$ cat config.mk
export PLATFORM = sky130hd
export DESIGN_NAME = mlp_stream_loader
export DESIGN_NICKNAME = d
export VERILOG_FILES = /design/src/rtl/mlp_stream_loader_pkg.sv /design/src/rtl/mlp_stream_loader_addr_gen.sv /design/src/rtl/mlp_stream_loader.sv
export SDC_FILE = /design/constraint.sdc
export NUM_CORES = 1
export LEC_CHECK = 0
export BUFFER_PORTS_ARGS = -buffer_cell sky130_fd_sc_hd__buf_2
export CAP_MARGIN = 15
export CELL_PAD_IN_SITES_DETAIL_PLACEMENT = 1
export CELL_PAD_IN_SITES_GLOBAL_PLACEMENT = 1
export CORE_MARGIN = 2
export CORE_UTILIZATION = 42
export DETAILED_ROUTE_END_ITERATION = 8
export PLACE_DENSITY_LB_ADDON = 0.25
export SLEW_MARGIN = 10
export SYNTH_ARGS = -nofsm -noshare
export SYNTH_HDL_FRONTEND = slang
export SYNTH_SLANG_ARGS = --single-unit
$ cat constraint.sdc
create_clock -name clk -period 5.5 [get_ports clk]
set_clock_uncertainty 0.1 [all_clocks]
set_input_delay 1.1 -clock clk [delete_from_list [all_inputs] [get_ports clk]]
set_output_delay 1.1 -clock clk [all_outputs]
set_load 0.05 [all_outputs]
$ cat src/rtl/mlp_stream_loader_pkg.sv
`default_nettype none
// ============================================================================
//  Module      : mlp_stream_loader_pkg
//  Description : Shared constants and FSM state type for the MLP stream loader.
//  Revision    : 1.0 - initial release
// ============================================================================
package mlp_stream_loader_pkg;

    localparam int IFMAP_WORDS    = 16;
    localparam int WEIGHT_WORDS   = 1024;
    localparam int BIAS_WORDS     = 64;
    localparam int STREAM_WORDS   = IFMAP_WORDS + WEIGHT_WORDS + BIAS_WORDS;  // 1104
    localparam int OFMAP_PER_STEP = 64;

    localparam int ADDR_W = 16;
    localparam int DATA_W = 32;
    localparam int CNT_W  = 11;
    localparam int CAP_W  = 7;

    typedef enum logic [2:0] {
        IDLE    = 3'd0,
        ARM     = 3'd1,
        STREAM  = 3'd2,
        COLLECT = 3'd3,
        FIN     = 3'd4
    } state_e;

endpackage
`default_nettype wire

$ cat src/rtl/mlp_stream_loader_addr_gen.sv
`default_nettype none
// ============================================================================
//  Module      : mlp_addr_gen
//  Description : Combinational read-address generator for the layer stream.
//                Word k of a step is ifmap (k<16), weight (j=k-16) or
//                bias (b=k-1040); all arithmetic wraps at 16 bits.
//  Revision    : 1.0 - initial release
// ============================================================================
module mlp_addr_gen
    import mlp_stream_loader_pkg::*;
(
    input  logic                mode_i,
    input  logic                step_i,
    input  logic [CNT_W-1:0]    cnt_i,
    input  logic [ADDR_W-1:0]   ifmap_base_i,
    input  logic [ADDR_W-1:0]   weight_base_i,
    input  logic [ADDR_W-1:0]   bias_base_i,
    output logic [ADDR_W-1:0]   rd_addr_o
);

    logic [ADDR_W-1:0] k;
    logic [ADDR_W-1:0] j;
    logic [ADDR_W-1:0] b;
    logic [ADDR_W-1:0] step16;

    // Select the stream region and apply the per-mode address rule.
    always_comb begin
        k      = {{(ADDR_W-CNT_W){1'b0}}, cnt_i};
        j      = k - ADDR_W'(IFMAP_WORDS);
        b      = k - ADDR_W'(IFMAP_WORDS + WEIGHT_WORDS);
        step16 = {{(ADDR_W-1){1'b0}}, step_i};
        if (k < ADDR_W'(IFMAP_WORDS)) begin
            // MLP3 consumes the second half of the 32-entry ifmap in step 1
            if (mode_i) rd_addr_o = ifmap_base_i + (step16 << 4) + k;
            else        rd_addr_o = ifmap_base_i + k;
        end else if (k < ADDR_W'(IFMAP_WORDS + WEIGHT_WORDS)) begin
            // MLP3 weight rows are 32 wide; each step takes one 16-wide half
            if (mode_i) rd_addr_o = weight_base_i + ((j >> 4) << 5) + (step16 << 4)
                                    + (j & 16'h000F);
            else        rd_addr_o = weight_base_i + (step16 << 10) + j;
        end else begin
            // MLP3 step 1 re-reads the partial sums written over the bias area
            if (mode_i) rd_addr_o = bias_base_i + b;
            else        rd_addr_o = bias_base_i + (step16 << 6) + b;
        end
    end

endmodule
`default_nettype wire

$ cat src/rtl/mlp_stream_loader.sv
`default_nettype none
// ============================================================================
//  Module      : mlp_stream_loader
//  Description : Streams ifmap/weight/bias words from memory to an MLP
//                accelerator in two steps and writes its ofmap words back.
//  Revision    : 1.0 - initial release
// ============================================================================
module mlp_stream_loader
    import mlp_stream_loader_pkg::*;
(
    input  logic        clk,
    input  logic        rst,
    input  logic        start,
    input  logic        mode,
    input  logic [15:0] ifmap_base,
    input  logic [15:0] weight_base,
    input  logic [15:0] bias_base,
    input  logic [15:0] ofmap_base,
    output logic        mem_rd_en,
    output logic [15:0] mem_rd_addr,
    input  logic [31:0] mem_rdata,
    output logic        mem_wr_en,
    output logic [15:0] mem_wr_addr,
    output logic [31:0] mem_wr_data,
    output logic        acc_ready,
    output logic [31:0] acc_data,
    input  logic        acc_valid,
    input  logic [31:0] acc_ofmap,
    output logic        busy,
    output logic        done
);

    state_e              state_q;
    logic                step_q;
    logic [CNT_W-1:0]    cnt_q;
    logic [CAP_W-1:0]    cap_q;
    logic [CAP_W-1:0]    cap_d;
    logic                mode_q;
    logic [ADDR_W-1:0]   ifmap_base_q;
    logic [ADDR_W-1:0]   weight_base_q;
    logic [ADDR_W-1:0]   bias_base_q;
    logic [ADDR_W-1:0]   ofmap_base_q;
    logic                data_vld_q;
    logic                busy_q;
    logic                done_q;

    logic                arm_fire;
    logic                rd_fire;
    logic                cap_fire;
    logic [ADDR_W-1:0]   gen_rd_addr;
    logic [ADDR_W-1:0]   wr_addr_calc;
    logic [ADDR_W-1:0]   cap_n;
    logic [ADDR_W-1:0]   step16;

    mlp_addr_gen u_addr_gen (
        .mode_i        (mode_q),
        .step_i        (step_q),
        .cnt_i         (cnt_q),
        .ifmap_base_i  (ifmap_base_q),
        .weight_base_i (weight_base_q),
        .bias_base_i   (bias_base_q),
        .rd_addr_o     (gen_rd_addr)
    );

    // Strobes: ARM only fires once the accelerator has dropped its valid.
    always_comb begin
        arm_fire = (state_q == ARM) && !acc_valid;
        rd_fire  = arm_fire || (state_q == STREAM);
        cap_fire = acc_valid
                   && ((state_q == ARM) || (state_q == STREAM) || (state_q == COLLECT))
                   && (cap_q < CAP_W'(OFMAP_PER_STEP));
        cap_d    = cap_fire ? cap_q + CAP_W'(1) : cap_q;
    end

    // Ofmap destination: MLP3 step 0 overwrites the bias area with partial sums.
    always_comb begin
        cap_n  = {{(ADDR_W-CAP_W){1'b0}}, cap_q};
        step16 = {{(ADDR_W-1){1'b0}}, step_q};
        if (!mode_q)      wr_addr_calc = ofmap_base_q + (step16 << 6) + cap_n;
        else if (!step_q) wr_addr_calc = bias_base_q + cap_n;
        else              wr_addr_calc = ofmap_base_q + cap_n;
    end

    // Memory and accelerator ports; idle values are forced to zero.
    always_comb begin
        mem_rd_en   = rd_fire;
        mem_rd_addr = rd_fire ? gen_rd_addr : '0;
        mem_wr_en   = cap_fire;
        mem_wr_addr = cap_fire ? wr_addr_calc : '0;
        mem_wr_data = cap_fire ? acc_ofmap : '0;
        acc_ready   = arm_fire;
        acc_data    = data_vld_q ? mem_rdata : '0;
        busy        = busy_q;
        done        = done_q;
    end

    // Layer sequencer: two steps of 1104 streamed words and 64 captures each.
    always_ff @(posedge clk or posedge rst) begin
        if (rst) begin
            state_q       <= IDLE;
            step_q        <= 1'b0;
            cnt_q         <= '0;
            cap_q         <= '0;
            mode_q        <= 1'b0;
            ifmap_base_q  <= '0;
            weight_base_q <= '0;
            bias_base_q   <= '0;
            ofmap_base_q  <= '0;
            data_vld_q    <= 1'b0;
            busy_q        <= 1'b0;
            done_q        <= 1'b0;
        end else begin
            data_vld_q <= rd_fire;
            cap_q      <= cap_d;
            case (state_q)
                IDLE: begin
                    if (start) begin
                        state_q       <= ARM;
                        step_q        <= 1'b0;
                        cnt_q         <= '0;
                        cap_q         <= '0;
                        mode_q        <= mode;
                        ifmap_base_q  <= ifmap_base;
                        weight_base_q <= weight_base;
                        bias_base_q   <= bias_base;
                        ofmap_base_q  <= ofmap_base;
                        busy_q        <= 1'b1;
                    end
                end
                ARM: begin
                    if (!acc_valid) begin
                        cnt_q   <= CNT_W'(1);
                        state_q <= STREAM;
                    end
                end
                STREAM: begin
                    if (cnt_q == CNT_W'(STREAM_WORDS - 1)) state_q <= COLLECT;
                    else                                   cnt_q   <= cnt_q + CNT_W'(1);
                end
                COLLECT: begin
                    if (cap_q == CAP_W'(OFMAP_PER_STEP)) begin
                        if (!step_q) begin
                            step_q  <= 1'b1;
                            cnt_q   <= '0;
                            cap_q   <= '0;
                            state_q <= ARM;
                        end else begin
                            done_q  <= 1'b1;
                            state_q <= FIN;
                        end
                    end
                end
                FIN: begin
                    done_q  <= 1'b0;
                    busy_q  <= 1'b0;
                    state_q <= IDLE;
                end
                default: state_q <= IDLE;
            endcase
        end
    end

endmodule
`default_nettype wire

==> flow_metrics.tcl <==
set metrics [dict create \
    setup_tns_ps 0 \
    internal_power_mw 1.70 \
    post-route-drc-count 0 \
    gp_congestion 0.905 \
    multiInputGateArea_sq_um 8120 \
    grt_max_degree 55 \
    syn_area_sq_um 10600 \
    tritoncts "built" \
    die_w_um 163 \
    r2r_setup_slack_ps 1850 \
    drt-initial-drc-count 456 \
    grt_use_total_pct 26.1 \
    area_growth_pct 20.9 \
    pwr_density_cell_nw_per_um2 258 \
    vias 10300 \
    drtPass1Iterations 4 \
    fin_ws_ps 117 \
    max-vdd-ir-drop_v 0.000163 \
    row_count 58 \
    cts_made_buffers 9 \
    start_kind "flip-flop" \
    fmax_ghz 0.186 \
    seqPwrFrac_pct 25.1 \
    synth_flop_cell "dfrtp_1" \
    ant_nets 0 \
    antenna_found_initial 0 \
    avgSynthCellArea_sq_um 8.51 \
    min_path_type "flip-flop to flip-flop" \
    synth_edf_count 0 \
    p_switching_mw 1.62 \
    reg2reg_from "cap_q[1]" \
    seqCellArea_sq_um 2250 \
    path_class "flip-flop to output port" \
    root_buffer "clkbuf_16" \
    dieArea_sq_um 26600 \
    cts_buffer_depth 2 \
    cts_max_level 3 \
    core_area_sq_um 25000 \
    syn_inst 1249 \
    worst_pin_slew_ps 1010 \
    synthArstFlopShare_pct 100 \
    layout_common_cells "229 x buf_2, 105 x ha_1, 100 x nand2_1, 93 x nor2_1, 88 x dfrtp_1" \
    placed_cells 1796 \
    end_kind "output port" \
    grt_pass1_wl_um 55100 \
    via_per_inst 5.68 \
    synthesis.nets 1527 \
    gr-total-overflow 0 \
    dp_slack_ps 216 \
    period_share_pct 97.9 \
    hp-start "ifmap_base_q[0]" \
    fin_nets 1765 \
    fillers 3074 \
    synth.distinct_cells 76 \
    setup.worst_path.start "cnt_q[4]" \
    route.final.wire_length_um 34900 \
    drive_gt1_share_pct 27.0 \
    cp_data_arrival_time_ps 4180 \
    die_height_um 163 \
    fin_crit_ps 5380 \
    post-route-util_pct 51.3 \
    power.share.switching_pct 48.8 \
    routedWlPerCell_um 19.2 \
    diodes 0 \
    max_slew_margin_pct 32.8 \
    path_clk_slew_ps 80 \
    clock_latency_ps 380 \
    cap_violations 0 \
    hpwl_um 28000 \
    yosys_warnings 0 \
    status "finished clean" \
    yosysSeqAreaShare_pct 21.2 \
    rsz0062_at_grt "false" \
    io_buffer_count 233 \
    comb_power_share_pct 53.5 \
    stdcell_count 1822 \
    grt_pass1_vias 10700 \
    start_util_pct 42.4 \
    finalSetupViolations 0 \
    holdWs_ps 436 \
    final_common_cell "buf_2" \
    ys_ff_latch 90 \
    p_clk_share_pct 21.4 \
    hold_viol_final 0 \
    clock_sinks 90 \
    critPathRequiredTime_ps 4300 \
    p_leak_nw 6.32 \
    io_pins 234 \
    cp_max_fo 9 \
    drv_slew 0 \
]
## repair_timing
item / in CTS / in global routing
pin swaps: 0 / 13
hold buffers: 0 / 0
buffers inserted: 0 / 10
resized for setup: 8 / 38
endpoints found under the setup margin: 4 / 7
## sequential cells by signal, indices dropped and copies added, names as in the netlist, 3 cells and up
name,count
ifmap_base_q,16
state_q,3
ofmap_base_q,16
cap_q,7
bias_base_q,16
weight_base_q,16
cnt_q,11
## metal layers
layer	up-vias	track usage [%]	share of wire (%)
li1	4948	-	-
met1	5113	33.8	44
met2	249	46.5	50
met3	36	2.46	3.7
met4	0	6.76	1.6
met5	-	0	0
## metrics by stage
step	area, sq um	power (mW)
floorplan	10600	2.07
global placement	12300	2.50
detailed placement	12300	2.55
CTS	12600	3.28
global route	12800	3.51
finish	12800	3.32
## critical path, cell delays in order (launching register included)
cell and delay (ps):
dfrtp_1 410, buf_6 160, or4_4 560, nand2_2 160, ha_1 330, ha_1 390
or2_2 320, a21oi_1 250, a21oi_1 110, xnor2_1 190, nor2_1 170, o41ai_1 90
nor3_1 350, clkbuf_4 330
## final cells by class
cell class                 count  area share, %
tap                          330           3.22
inverter                      63           1.90
clock inverter                 7          0.740
multi-input combinational   1050           63.3
timing repair buffer         273           11.6
sequential                    90           17.6
clock buffer                   9           1.75
## cells by family (layout without fill, tap and decap cells)
kind of cell,after synthesis,count (layout),share of synthesized area [%]
xor+xnor,97,97,8.12
buf+inv,109,352,3.94
fa+ha+maj,145,145,19.5
mux,81,81,8.36
compound gates,308,308,19.0
simple gates,419,419,19.9
flops,90,90,21.2
## cell usage after synthesis (all sizes together), types with 14 or more instances
cell type  instances  area, sq um
a211oi            31          238
a21o              14          105
nand3             28          140
mux2i             19          190
xnor2             53          464
a21oi             77          385
xor2              43          377
nor2              94          353
and2              75          469
nor3              33          165
inv               61          229
nand2            101          379
mux2              62          698
clkbuf            41          154
a31oi             18          113
and3              19          119
fa                34          681
o21ai             72          360
dfrtp             90         2250
ha               111         1390
## power by group through the flow
stage               Combinational, mW  Clock (mW)  Sequential, mW
floorplan                        1.30           0           0.774
global placement                 1.66           0           0.839
detailed placement               1.71           0           0.844
CTS                              1.72       0.727           0.832
global route                     1.92       0.740           0.848
finish                           1.77       0.711           0.832
## final timing paths
kind / endpoint / cells past startpoint
hold reg to reg: ifmap_base_q[0] / 1
min in group asynchronous: busy / 2
setup / recovery: mem_rd_addr[9] / 13
hold / removal: ifmap_base_q[0] / 1
setup reg to reg: cnt_q[4] / 9
max in group asynchronous: cnt_q[5] / 3
Power figures use the tool's default switching activity.
